==> src/rtl/pipe_ctrl_if.sv <==
// Pipeline control bundle between the hazard/exception sources and the
// pipeline registers.
//   master : drives the stall/exception requests, observes control outputs
//   slave  : pipe_ctrl side, consumes requests, drives stall/flush/new PC
// Signals:
//   id_stall_req_i  ID branch/jr RAW stall request
//   ex_stall_req_i  EX multi-cycle op busy
//   mem_stall_req_i MEM bus wait
//   excp_i          exception/redirect request from MEM
//   excp_pc_i       redirect target, valid with excp_i
//   stall_o         per-stage hold {WB,MEM,EX,ID,IF,PC}
//   flush_o         clear all pipeline registers
//   new_pc_o        PC load value, valid while flush_o=1
//   stall_timeout_o one-cycle watchdog pulse
//   stall_cnt_o     performance stall counter
interface pipe_ctrl_if;
    localparam int unsigned STAGE_W = 6;
    localparam int unsigned ADDR_W  = 32;
    localparam int unsigned CNT_W   = 32;

    logic               id_stall_req_i;
    logic               ex_stall_req_i;
    logic               mem_stall_req_i;
    logic               excp_i;
    logic [ADDR_W-1:0]  excp_pc_i;
    logic [STAGE_W-1:0] stall_o;
    logic               flush_o;
    logic [ADDR_W-1:0]  new_pc_o;
    logic               stall_timeout_o;
    logic [CNT_W-1:0]   stall_cnt_o;

    modport master (
        output id_stall_req_i, ex_stall_req_i, mem_stall_req_i, excp_i, excp_pc_i,
        input  stall_o, flush_o, new_pc_o, stall_timeout_o, stall_cnt_o
    );

    modport slave (
        input  id_stall_req_i, ex_stall_req_i, mem_stall_req_i, excp_i, excp_pc_i,
        output stall_o, flush_o, new_pc_o, stall_timeout_o, stall_cnt_o
    );
endinterface

==> src/rtl/pipe_ctrl.sv <==
// Pipeline stall/flush controller.
// Resolves stall requests into per-stage holds (mem > ex > id), turns an
// exception into a one-cycle flush with a registered redirect PC, and runs a
// stall watchdog with a saturating one-shot timeout pulse.
// Ports:
//   clk_i   : clock, rising edge
//   rst_n_i : asynchronous active-low reset
//   bus     : pipe_ctrl_if.slave (requests in; stall/flush/new_pc/timeout/count out)
// Build option:
//   PIPE_CTRL_PERF_EN : when defined, stall_cnt_o counts stalled RUN cycles
//                       (saturating, not cleared by flush); otherwise it is tied 0.
module pipe_ctrl (
    input  logic        clk_i,
    input  logic        rst_n_i,
    pipe_ctrl_if.slave  bus
);
    localparam int unsigned STAGE_W = 6;
    localparam int unsigned ADDR_W  = 32;
    localparam int unsigned WDOG_W  = 8;
    localparam int unsigned CNT_W   = 32;

    localparam logic [STAGE_W-1:0] STALL_MEM  = 6'b011111;
    localparam logic [STAGE_W-1:0] STALL_EX   = 6'b001111;
    localparam logic [STAGE_W-1:0] STALL_ID   = 6'b000111;
    localparam logic [STAGE_W-1:0] STALL_NONE = 6'b000000;
    localparam logic [WDOG_W-1:0]  WDOG_MAX   = '1;

    typedef enum logic {
        RUN   = 1'b0,
        FLUSH = 1'b1
    } state_e;

    state_e              state_q, state_d;
    logic                flush_q, flush_d;
    logic [ADDR_W-1:0]   new_pc_q, new_pc_d;
    logic [WDOG_W-1:0]   wdog_q, wdog_d;
    logic                timeout_q, timeout_d;
    logic [STAGE_W-1:0]  stall_c;
    logic                stalling_c;

    // State and registered outputs
    always_ff @(posedge clk_i or negedge rst_n_i) begin
        if (!rst_n_i) begin
            state_q   <= RUN;
            flush_q   <= 1'b0;
            new_pc_q  <= '0;
            wdog_q    <= '0;
            timeout_q <= 1'b0;
        end else begin
            state_q   <= state_d;
            flush_q   <= flush_d;
            new_pc_q  <= new_pc_d;
            wdog_q    <= wdog_d;
            timeout_q <= timeout_d;
        end
    end

    // Next state, stall decode and watchdog
    always_comb begin
        state_d    = state_q;
        new_pc_d   = new_pc_q;
        stall_c    = STALL_NONE;
        stall_c    = STALL_NONE;
        wdog_d     = '0;
        timeout_d  = 1'b0;

        case (state_q)
            RUN: begin
                if (bus.excp_i) begin
                    // Exception wins over every stall request
                    state_d  = FLUSH;
                    new_pc_d = bus.excp_pc_i;
                end else if (bus.mem_stall_req_i) begin
                    stall_c = STALL_MEM;
                end else if (bus.ex_stall_req_i) begin
                    stall_c = STALL_EX;
                end else if (bus.id_stall_req_i) begin
                    stall_c = STALL_ID;
                end
            end
            FLUSH: begin
                state_d = RUN;
            end
            default: begin
                state_d = RUN;
            end
        endcase

        // Reset also masks the combinational holds
        if (!rst_n_i) begin
            stall_c = STALL_NONE;
        end

        stalling_c = (state_q == RUN) && (stall_c != STALL_NONE);

        if (stalling_c) begin
            // Fire once on the transition into saturation
            wdog_d    = (wdog_q == WDOG_MAX) ? WDOG_MAX : wdog_q + WDOG_W'(1);
            timeout_d = (wdog_q == WDOG_MAX - WDOG_W'(1));
        end

        flush_d = (state_d == FLUSH);
    end

    assign bus.stall_o         = stall_c;
    assign bus.flush_o         = flush_q;
    assign bus.new_pc_o        = new_pc_q;
    assign bus.stall_timeout_o = timeout_q;

`ifdef PIPE_CTRL_PERF_EN
    logic [CNT_W-1:0] cnt_q, cnt_d;

    // Saturating count of stalled RUN cycles
    always_comb begin
        cnt_d = cnt_q;
        if (stalling_c && (cnt_q != '1)) begin
            cnt_d = cnt_q + CNT_W'(1);
        end
    end

    always_ff @(posedge clk_i or negedge rst_n_i) begin
        if (!rst_n_i) begin
            cnt_q <= '0;
        end else begin
            cnt_q <= cnt_d;
        end
    end

    assign bus.stall_cnt_o = cnt_q;
`else
    assign bus.stall_cnt_o = '0;
`endif

endmodule
==> src/flat_wrapper.sv <==
// flat-port wrapper written by rule: the top's interface ports become plain ports
module pipe_ctrl_flat 
  (clk_i, rst_n_i, bus_id_stall_req_i, bus_ex_stall_req_i, bus_mem_stall_req_i, bus_excp_i, bus_excp_pc_i, bus_stall_o, bus_flush_o, bus_new_pc_o, bus_stall_timeout_o, bus_stall_cnt_o);
  pipe_ctrl_if bus_i ();
  input  logic clk_i;
  input  logic rst_n_i;
  input wire logic [$bits(bus_i.id_stall_req_i)-1:0] bus_id_stall_req_i;
  input wire logic [$bits(bus_i.ex_stall_req_i)-1:0] bus_ex_stall_req_i;
  input wire logic [$bits(bus_i.mem_stall_req_i)-1:0] bus_mem_stall_req_i;
  input wire logic [$bits(bus_i.excp_i)-1:0] bus_excp_i;
  input wire logic [$bits(bus_i.excp_pc_i)-1:0] bus_excp_pc_i;
  output wire logic [$bits(bus_i.stall_o)-1:0] bus_stall_o;
  output wire logic [$bits(bus_i.flush_o)-1:0] bus_flush_o;
  output wire logic [$bits(bus_i.new_pc_o)-1:0] bus_new_pc_o;
  output wire logic [$bits(bus_i.stall_timeout_o)-1:0] bus_stall_timeout_o;
  output wire logic [$bits(bus_i.stall_cnt_o)-1:0] bus_stall_cnt_o;
  assign bus_i.id_stall_req_i = bus_id_stall_req_i;
  assign bus_i.ex_stall_req_i = bus_ex_stall_req_i;
  assign bus_i.mem_stall_req_i = bus_mem_stall_req_i;
  assign bus_i.excp_i = bus_excp_i;
  assign bus_i.excp_pc_i = bus_excp_pc_i;
  assign bus_stall_o = bus_i.stall_o;
  assign bus_flush_o = bus_i.flush_o;
  assign bus_new_pc_o = bus_i.new_pc_o;
  assign bus_stall_timeout_o = bus_i.stall_timeout_o;
  assign bus_stall_cnt_o = bus_i.stall_cnt_o;
  pipe_ctrl u_core (.clk_i(clk_i), .rst_n_i(rst_n_i), .bus(bus_i));
endmodule
==> config.mk <==
export PLATFORM = sky130hd
export DESIGN_NAME = pipe_ctrl_flat
export DESIGN_NICKNAME = d
export VERILOG_FILES = /design/src/rtl/pipe_ctrl_if.sv /design/src/rtl/pipe_ctrl.sv /design/src/flat_wrapper.sv
export SDC_FILE = /design/constraint.sdc
export NUM_CORES = 1
export LEC_CHECK = 0
export ABC_CLOCK_PERIOD_IN_PS = 1310
export BUFFER_PORTS_ARGS = -buffer_cell sky130_fd_sc_hd__buf_2
export CORE_MARGIN = 3
export CORE_UTILIZATION = 41
export DETAILED_ROUTE_END_ITERATION = 12
export PLACE_DENSITY = 0.77
export SLEW_MARGIN = 25
export SYNTH_ARGS = -nofsm -noshare
export SYNTH_HDL_FRONTEND = slang
export SYNTH_SLANG_ARGS = --single-unit
export TNS_END_PERCENT = 10
==> constraint.sdc <==
create_clock -name clk_i -period 1.31 [get_ports clk_i]
set_input_delay 0.3275 -clock clk_i [delete_from_list [all_inputs] [get_ports clk_i]]
set_output_delay 0.3275 -clock clk_i [all_outputs]
set_load 0.005 [all_outputs]
==> key figures <==
Detailed routing
  – Routed length per instance: 13.0 um
  – Initial DRC count: 45
  – Vias per inst: 4.39
  – Vias post-DR: 1334
  – DRC violations left: 0
  – Final wirelength: 3950 um
  – Antenna Nets Post-Route: 0
  – Pre-Repair DR Iteration Count: 4

Logic synthesis
  – Post-Synth Simple-Gate Area: 6.76%
  – Yosys cell types: 32
  – Fraction of synthesized cell area in xor and xnor cells: 0.419%
  – Seq/Total Area, Yosys: 50.2%
  – Largest family of logic cells by synthesized area: multiplexers
  – Post-synthesis cell area: 2090 um^2
  – Synth Area in Compound Gates: 3.83%
  – Mux contribution to synthesized area: 22.4%
  – Post-synthesis adder-cell area fraction: 1.20%
  – Mapped Cells: 152
  – Mean Syn Cell Area: 13.8 um^2
  – Warnings from Yosys: 0
  – Synth Register Bits: 42

Placement
  – Area post-placement: 2460 um^2
  – GPL Wtd Cong: 0.710
  – Hpwl dp: 2850 um
  – IO buf count: 76

Worst setup path
  – Reg-to-reg startpoint: u_core.state_q$_DFF_PN0_
  – WS Path Type: register to output pin
  – Highest net fanout along the worst path: 3
  – Critical path arrival: 1.26 ns
  – WP data required: 0.98 ns
  – Crit path from: u_core.state_q$_DFF_PN0_
  – Nature of the critical path endpoint: output pin
  – Nature of the critical path startpoint: register

Timing
  – Final setup vio count: 37
  – Final slew viol count: 0
  – Fin. Hold Viols: 0
  – Setup ws final: -0.275 ns
  – Slew HR: 65.3%
  – Final clock period utilization by the worst path: 121%
  – Clock period minus worst slack: 1.59 ns
  – Unrepaired setup endpoints after global routing: true
  – Clk_skew: 0.00542 ns
  – Worst-margin pin slew: 0.520 ns
  – Max Freq: 631 MHz

Floorplanning
  – Die width: 77.4 um
  – Die height: 77.4 um
  – Num rows: 25
  – Core area: 4820 um^2
  – Initial Util: 43.4%
  – I/O pin cnt: 110
  – Full die area: 6000 um^2

Clocking
  – Largest buffer count on any clock path: 2
  – CTS buffer count: 5
  – TritonCTS clock tree: done
  – CTS root buf: clkbuf_8
  – CTS Hold Bufs: 0
  – Worst-Skew Late Latency: 0.28 ns
  – Clock Sinks: 42
  – Clock Pin Slew Worst Setup and Hold Paths: 0.08 ns
  – CTS H-tree depth: 2

Status
  – Failing checks: negative setup slack
  – Status: finished, violations left

Worst hold path
  – Worst hold path class: input pin to async pin

Pwr
  – Leakage: 1.34 nW
  – Total power: 2.91 mW
  – VDD IR max: 0.521 mV
  – Pwr Density: 1130 nW/um^2

Cells and area
  – Final #Nets: 277
  – Diode count: 0
  – Share of cells above drive strength 1: 55.3%
  – Area delta synth->final: 23.0%
  – Fin area: 2570 um^2
  – Fillcell total: 424

GRT
  – Antenna violations before repair: 0
  – Gr ovfl total: 0
  – Vias in the first global route: 1365
  – Pin count of the biggest net entering global routing: 43
  – GRT Total Usage: 13.7%
  – First-pass GRT wire length: 6510 um

Job
  – # Max-Cap Violations: 0
[layout make-up]
cell class,count,area [um^2],share of cell area [%]
inverters,3,11.3,0.438
flip-flops and latches,42,1050,40.9
multi-input cells,100,890,34.6
clock buffers,7,76.3,2.97
repair buffers,85,460,17.9
well taps,67,83.8,3.26
[report_power, final]
group	internal, mW	switching (mW)
Sequential	1.45	0.0827
Clock	0.367	0.406
Combinational	0.371	0.236
[placed cells by master, fill, tap and decap left out, types with 3 or more instances in the layout]
cell type,n
a21oi_1,4
clkbuf_8,5
mux2_4,29
buf_2,76
a31oi_1,3
mux2_1,3
nor3_2,3
conb_1,33
buf_4,8
dfrtp_1,41
[path summary, 6_finish.rpt]
path / to / slack [ns] / cells past startpoint
min in group clk_i: u_core.bus.new_pc_o[16]$_DFFE_PN0P_ / 0.25 / 2
max in group asynchronous: u_core.state_q$_DFF_PN0_ / 0.77 / 2
setup / recovery: bus_stall_o[2] / -0.28 / 4
setup reg to reg: u_core.bus.new_pc_o[18]$_DFFE_PN0P_ / -0.10 / 4
hold / removal: u_core.wdog_q[2]$_DFF_PN0_ / 0.15 / 2
hold reg to reg: u_core.bus.new_pc_o[16]$_DFFE_PN0P_ / 0.49 / 1
[flip-flops by register name, indices dropped and copies added (netlist names)]
name                        count
u_core.state_q                  1
u_core.wdog_q                   8
u_core.bus.stall_timeout_o      1
u_core.bus.new_pc_o            32
[per-layer routing]
metal	GRT usage, %	vias to the layer above	wire length [um]
met5	0	-	0
met1	16.3	639	1590
met3	4.76	2	367
li1	-	627	-
met2	23.3	66	1970
met4	4.27	0	23
[through the flow]
step | hold WS, ns | setup TNS, ns | utilization, % | std cells | worst slack (ns)
final | 0.149 | -3.53 | 53.4 | 304 | -0.275
after global routing | 0.184 | -5.48 | 53.4 | 304 | -0.357
after CTS | 0.149 | -4.40 | 53.1 | 304 | -0.314
after detailed placement | 0.456 | -0.727 | 51.1 | 296 | -0.0866
after global placement | 0.452 | -0.213 | 51.1 | 296 | -0.0563
after floorplan | 0.0319 | -0.0686 | - | 184 | -0.0343
[repair_timing]
item                       CTS  global route
gates resized for setup      3             3
setup buffers                1             0
setup endpoints to repair   12            42
pin swaps                    1             1
[kinds of logic after synthesis]
group                      after synthesis
and+or+nand+nor                         21
xor gates and xnor gates                 1
adders and majority gates                2
buffers and inverters                   42
DFF                                     42
other                                    1
AOI/OAI and AO/OA                       11
muxes                                   32
[worst max-delay path, stage by stage (launching register included)]
cell	delay (ns)
dfrtp_2	0.43
nor3b_4	0.25
o31ai_4	0.12
inv_2	0.07
buf_2	0.11
[synth_stat cells (all sizes together)]
cell type | count | area [um^2]
a21oi | 4 | 20.0
a31oi | 3 | 18.8
and2 | 1 | 6.26
and3 | 2 | 13.8
and4 | 2 | 17.5
buf | 39 | 302
conb | 1 | 3.75
dfrtp | 42 | 1050
ha | 2 | 25.0
inv | 3 | 11.3
mux2 | 32 | 469
nand2 | 1 | 3.75
nand3 | 2 | 10.0
nand4 | 2 | 18.8
nor2 | 1 | 3.75
nor2b | 2 | 12.5
nor3 | 4 | 20.0
nor3b | 2 | 20.0
nor4b | 1 | 8.76
o21a | 1 | 7.51
o21ai | 1 | 5.00
o21bai | 1 | 7.51
o31ai | 1 | 21.3
or3 | 1 | 6.26
xnor2 | 1 | 8.76
Note: power is estimated with default switching activity, not from simulation.
